===== src/rtl/ctrl_seq.sv =====
// Controller-sequencer for the 4-bit bus machine: one-hot T1-T6 ring counter plus strobe decode.
// Optional macro CTRL_SEQ_EARLY_RET_EN returns the ring to T1 right after the last working state.
module ctrl_seq (
    input  logic       clk,
    input  logic       clr,
    input  logic [3:0] opcode,
    output logic       Cp,
    output logic       Ep,
    output logic       Lm,
    output logic       CE,
    output logic       Li,
    output logic       Ei,
    output logic       La,
    output logic       Ea,
    output logic       Su,
    output logic       Eu,
    output logic       Lb,
    output logic       Lo,
    output logic [5:0] t_state,
    output logic       hlt
);

    typedef enum logic [5:0] {
        T1 = 6'b000001,
        T2 = 6'b000010,
        T3 = 6'b000100,
        T4 = 6'b001000,
        T5 = 6'b010000,
        T6 = 6'b100000
    } tState_e;

    localparam logic [3:0] OP_LDA = 4'b0000;
    localparam logic [3:0] OP_ADD = 4'b0001;
    localparam logic [3:0] OP_SUB = 4'b0010;
    localparam logic [3:0] OP_OUT = 4'b1110;
    localparam logic [3:0] OP_HLT = 4'b1111;

    tState_e r_state;
    tState_e w_nextState;
    logic    r_halted;
    logic    w_enterHalt;
    logic    w_halt;

    assign w_enterHalt = (r_state == T4) && (opcode == OP_HLT);
    assign w_halt      = r_halted || w_enterHalt;

    // Falling-edge state update keeps strobes settled before the rising edge that loads the bus registers.
    always_ff @(negedge clk or negedge clr) begin
        if (!clr) begin
            r_state  <= T1;
            r_halted <= 1'b0;
        end else begin
            r_state  <= w_nextState;
            r_halted <= w_halt;
        end
    end

`ifdef CTRL_SEQ_EARLY_RET_EN
    logic w_needsT5;
    logic w_needsT6;

    assign w_needsT5 = (opcode == OP_LDA) || (opcode == OP_ADD) || (opcode == OP_SUB);
    assign w_needsT6 = (opcode == OP_ADD) || (opcode == OP_SUB);
`endif

    always_comb begin
        w_nextState = T1;
        if (w_halt) begin
            w_nextState = T4;
        end else begin
            case (r_state)
                T1: w_nextState = T2;
                T2: w_nextState = T3;
                T3: w_nextState = T4;
`ifdef CTRL_SEQ_EARLY_RET_EN
                T4: w_nextState = w_needsT5 ? T5 : T1;
                T5: w_nextState = w_needsT6 ? T6 : T1;
`else
                T4: w_nextState = T5;
                T5: w_nextState = T6;
`endif
                T6: w_nextState = T1;
                default: w_nextState = T1;
            endcase
        end
    end

    // Strobes are forced low during reset and halt, otherwise decoded from state and opcode.
    always_comb begin
        Cp = 1'b0;
        Ep = 1'b0;
        Lm = 1'b0;
        CE = 1'b0;
        Li = 1'b0;
        Ei = 1'b0;
        La = 1'b0;
        Ea = 1'b0;
        Su = 1'b0;
        Eu = 1'b0;
        Lb = 1'b0;
        Lo = 1'b0;
        t_state = r_state;
        hlt = clr && w_halt;
        if (clr && !w_halt) begin
            case (r_state)
                T1: begin
                    Ep = 1'b1;
                    Lm = 1'b1;
                end
                T2: Cp = 1'b1;
                T3: begin
                    CE = 1'b1;
                    Li = 1'b1;
                end
                T4: begin
                    if ((opcode == OP_LDA) || (opcode == OP_ADD) || (opcode == OP_SUB)) begin
                        Ei = 1'b1;
                        Lm = 1'b1;
                    end else if (opcode == OP_OUT) begin
                        Ea = 1'b1;
                        Lo = 1'b1;
                    end
                end
                T5: begin
                    if (opcode == OP_LDA) begin
                        CE = 1'b1;
                        La = 1'b1;
                    end else if ((opcode == OP_ADD) || (opcode == OP_SUB)) begin
                        CE = 1'b1;
                        Lb = 1'b1;
                    end
                end
                T6: begin
                    if ((opcode == OP_ADD) || (opcode == OP_SUB)) begin
                        Eu = 1'b1;
                        La = 1'b1;
                        Su = (opcode == OP_SUB);
                    end
                end
                default: ;
            endcase
        end
    end

endmodule


===== config.mk =====
export PLATFORM = sky130hd
export DESIGN_NAME = ctrl_seq
export DESIGN_NICKNAME = d
export VERILOG_FILES = /design/src/rtl/ctrl_seq.sv
export SDC_FILE = /design/constraint.sdc
export NUM_CORES = 1
export LEC_CHECK = 0
export CAP_MARGIN = 20
export CORE_AREA = 10 10 47 49
export CTS_CLUSTER_DIAMETER = 60
export DETAILED_ROUTE_END_ITERATION = 12
export DIE_AREA = 0 0 57 59
export PLACE_DENSITY_LB_ADDON = 0.05
export SETUP_SLACK_MARGIN = 0.5
export SYNTH_ARGS = -nofsm -noshare
export SYNTH_HDL_FRONTEND = slang
export SYNTH_SLANG_ARGS = --single-unit

===== constraint.sdc =====
create_clock -name clk -period 2.1 [get_ports clk]
set_clock_uncertainty 0.05 [all_clocks]
set_input_delay 0.21 -clock clk [delete_from_list [all_inputs] [get_ports clk]]
set_output_delay 0.21 -clock clk [all_outputs]
set_load 0.02 [all_outputs]

==> results.json, run 1 <==
{
  "cts_buffers": 3,
  "synth_top_area_cell": "dfrtn_1",
  "worstEpCategory": "primary output",
  "grt_antenna_before_repair": 1,
  "synth_xor_area_frac": 0.03263,
  "synth-simple-area-share": 0.4988,
  "error": "[ERROR DPL-0033] detailed placement checks failed during check placement.",
  "clk_path_buf_depth": 2,
  "htree_levels": 1,
  "yosys-top-cells-count": "10 x nor2_1, 6 x dfrtn_1, 5 x nand2_1, 5 x nor2b_1, 4 x nand4_1",
  "grt_start_max_net_pins": 13,
  "stop_stage": "5_1_grt",
  "synthFlopType": "dfrtn_1",
  "ys_ff_latch": 7,
  "outcome": "did not finish",
  "worstEndpointGrtRepair": "Ea",
  "yosys_warnings": 0,
  "ys_async_sr_fraction": 1.000,
  "synth_top_family_by_area": "simple AND/OR/NAND/NOR gates",
  "synth.area.top_cells": "dfrtn_1 28%, nor2_1 7.0%, nor2b_1 5.8%, dfstp_2 4.9%, nand4_1 4.7%",
  "cts-root-buf": "clkbuf_4",
  "portBuffers": 24,
  "postSynthCellCount": 62,
  "synth_edf_count": 0,
  "syn_nets": 68,
  "ios": 25,
  "gp_congestion": 0.8199,
  "yosysMostFrequentCell": "nor2_1",
  "die_h_um": 59,
  "synth_area_sq_um": 536.8,
  "hpwl_um": 1651,
  "clock-sinks": 7,
  "synthMuxAreaShare": 0,
  "synth_area_per_cell_sq_um": 8.658,
  "post_dp_cell_area_sq_mm": 0.001052,
  "synth-adder-area-share": 0,
  "rows": 14,
  "ys_seq_area_frac": 0.3287,
  "dieWidth_um": 57,
  "synth_top_area_share": 0.2797,
  "ys_types": 32,
  "synth_compound_area_frac": 0.09091,
  "initial_core_util": 0.3830
}
-- per-stage QoR --
stage / worst slack (ps) / TNS (ps) / std cells / util / hold slack (ps)
2_1_floorplan: -821.6 / -7785 / 62 / - / 509.3
3_3_place_gp: -1165 / -21000 / 123 / 0.7509 / 644.1
3_5_place_dp: -1131 / -21510 / 123 / 0.7509 / 637.6
4_1_cts: -901.2 / -15150 / 142 / 0.9116 / 726.7
-- repair_timing --
item / CTS
resized for setup: 127
setup buffers: 15
endpoints found under the setup margin: 25
hold buffers: 0
pin swaps: 8
-- cell families after synthesis --
group,Yosys count
AND/OR/NAND/NOR,42
AO/OA/AOI/OAI,7
XOR/XNOR,2
flip-flops,7
buffers and inverters,4
==> inputs of run 2 (changes only) <==
- CORE_AREA: 10 10 47 49 -> 10 10 71 73
- CTS_CLUSTER_DIAMETER: 60 -> default
- DIE_AREA: 0 0 57 59 -> 0 0 81 83
- PLACE_DENSITY_LB_ADDON: 0.05 -> 0.15
- SETUP_SLACK_MARGIN: 0.5 -> default
==> run 2 against run 1 <==
The flow now finishes, with violations (setup timing). Area after synthesis unchanged. Synthesized cell count unchanged.
==> results.json, run 2 <==
{
  "antenna_left": 0,
  "cp-end-kind": "output port",
  "fin_util": 0.3857,
  "drt-total-wl_um": 2383,
  "grt_setup_unrepaired": "true",
  "min_path_cells": 2,
  "power.switching_uw": 597.9,
  "cts-root-buf": "clkbuf_8",
  "drcViolationCount": 0,
  "initial_core_util": 0.1477,
  "hold_violations": 0,
  "grt_antenna_before_repair": 0,
  "internal_power_uw": 920.7,
  "r2r_end": "t_state[3]",
  "routed_via_density": 4.108,
  "crit_cells": 5,
  "path_buf_inv": 2,
  "final_cell_mix": "31 x buf_6, 28 x buf_4, 6 x dfrtn_1",
  "crit_slowest_cell": "dfstp_2",
  "p_sw_frac": 0.3937,
  "grt_pass1_wl_um": 3953,
  "grt_usage": 0.07365,
  "final_common_cell": "buf_6",
  "clock_latency_ps": 290,
  "path_class": "reg -> out",
  "ys_ff_latch": 7,
  "cp_max_fo": 6,
  "yosys_warnings": 0,
  "yosysMostFrequentCell": "nor2_1",
  "coreArea_sq_mm": 0.003633,
  "synth_top_area_share": 0.2797,
  "syn_nets": 68,
  "synth_area_sq_um": 536.8,
  "reg2reg_depth": 5,
  "dieWidth_um": 81,
  "ios": 25,
  "worstPathCellList": "nor4b_4, a41o_2, buf_12, nor3_4, buf_6",
  "die_h_um": 83,
  "crit_family": "flip-flops",
  "setup_ws_ps": -889.4,
  "wl_met1_um": 926,
  "ys_types": 32,
  "max_slew_margin": 0.7772,
  "min_path_type": "reg -> reg",
  "drv_cap": 0,
  "tightest_slew_ps": 331.8,
  "ys_async_sr_fraction": 1.000,
  "portBuffers": 24,
  "gr-total-overflow": 0,
  "min_to": "t_state[2]",
  "power.density_mw_per_mm2": 1084,
  "yosys-top-cells-count": "10 x nor2_1, 6 x dfrtn_1, 5 x nand2_1, 5 x nor2b_1, 4 x nand4_1",
  "synth_top_area_cell": "dfrtn_1",
  "grt_start_max_net_pins": 13,
  "rows": 22,
  "area_growth_pct": 161.1,
  "synth_area_per_cell_sq_um": 8.658,
  "die-area_sq_mm": 0.006723,
  "synth_edf_count": 0,
  "hpwl_um": 1901,
  "fill_cells": 392,
  "path_clk_slew_ps": 30,
  "vias": 723,
  "tritoncts": "yes",
  "cp.arrival_ps": 2730,
  "whs_ps": 669.0,
  "seqPwrFrac": 0.171,
  "dr.pass1.iters": 2,
  "diodes": 0,
  "required_ps": 1840,
  "synth.area.top_cells": "dfrtn_1 28%, nor2_1 7.0%, nor2b_1 5.8%, dfstp_2 4.9%, nand4_1 4.7%",
  "ir_worst_vdd_mv": 0.3378,
  "critical-path-max-stage-delay_ps": 560,
  "drive_gt1_frac": 0.7109,
  "clockPowerShare": 0.127,
  "ys_seq_area_frac": 0.3287,
  "outcome": "finished, violations left",
  "cts_hold_buf": 0,
  "htree_levels": 1,
  "setup_violations": 24,
  "leakagePower_uw": 0.0006245,
  "clock-sinks": 7,
  "comb_power_share": 0.701,
  "postSynthCellCount": 62,
  "cts_buffers": 3,
  "routed.top_layer": "met4",
  "drt_iter0_drc": 32,
  "avgRoutedWirePerCell_um": 13.54,
  "largest_reg_flops": 6,
  "r2r-start": "t_state[0]",
  "final-max-slew-violation-count": 0,
  "clk_path_buf_depth": 2,
  "met3_length_um": 167,
  "violations": "setup timing",
  "critPathLaunchType": "flip-flop",
  "hp-start": "t_state[3]",
  "gp_congestion": 0.7652,
  "rrSetupSlack_ps": 480,
  "final_nets": 135,
  "synthFlopType": "dfrtn_1",
  "met2_length_um": 1249,
  "grt_pass1_vias": 789
}
## run 2: layout make-up
class | count | area, sq um | share of cell area
clock buffer | 4 | 45.04 | 0.03214
clock inverter | 1 | 3.754 | 0.002679
inverter | 1 | 3.754 | 0.002679
multi-input combinational | 51 | 498.0 | 0.3554
sequential | 7 | 176.4 | 0.1259
tap | 48 | 60.06 | 0.04286
timing repair buffer | 64 | 614.3 | 0.4384
## run 2: through the flow
step | TNS, ps | power [uW] | cells | setup WS (ps) | area [sq um]
2_1_floorplan | -7785 | 665.1 | 62 | -821.6 | 638.1
3_3_place_gp | -21460 | 1098 | 160 | -1164 | 1142
3_5_place_dp | -21260 | 1094 | 160 | -1191 | 1142
4_1_cts | -13910 | 1502 | 176 | -910.9 | 1368
5_1_grt | -14920 | 1628 | 176 | -971.3 | 1401
6_report | -13110 | 1519 | 176 | -889.4 | 1401
## run 2: per-layer routing
layer / vias up / global-route usage
met2: 17 / 0.1210
li1: 359 / -
met5: - / 0
met4: 0 / 0.03286
met3: 5 / 0.02263
met1: 342 / 0.08380
## run 2: timing repair
action	4_1_cts	5_1_grt
setup buffers	12	3
resized for setup	142	13
setup endpoints to repair	25	25
pin swaps	8	4
## run 2: worst max path at each step
stage / startpoint / end / slack, ps
after floorplan: t_state[3] / Lo / -820
after global placement: t_state[4] / Lb / -1160
after detailed placement: t_state[2] / Lm / -1190
after CTS: t_state[0] / Lb / -910
after global routing: t_state[5] / Ea / -970
final: t_state[0] / Lb / -890
## run 2: kinds of logic after synthesis
kind of cell | Yosys count | share of synthesized area
DFF | 7 | 0.3287
and+or+nand+nor | 42 | 0.4989
buffers and inverters | 4 | 0.04896
xor gates and xnor gates | 2 | 0.03264
AOI/OAI and AO/OA | 7 | 0.09092
## run 2: power by group through the flow
stage | registers (uW) | clock network, uW | logic (uW)
final | 260 | 193 | 1070
after CTS | 260 | 200 | 1040
after global routing | 266 | 212 | 1150
after global placement | 261 | 5.96 | 831
after detailed placement | 257 | 5.96 | 831
after floorplan | 313 | 5.96 | 346
## run 2: worst reg2reg max path: cells and delay by family, from the launching register on
family | cells | cell delay, ps
DFF | 1 | 560
AOI/OAI and AO/OA | 1 | 290
and+or+nand+nor | 2 | 280
buffers and inverters | 2 | 240
Note: power is estimated with default switching activity, not from simulation.
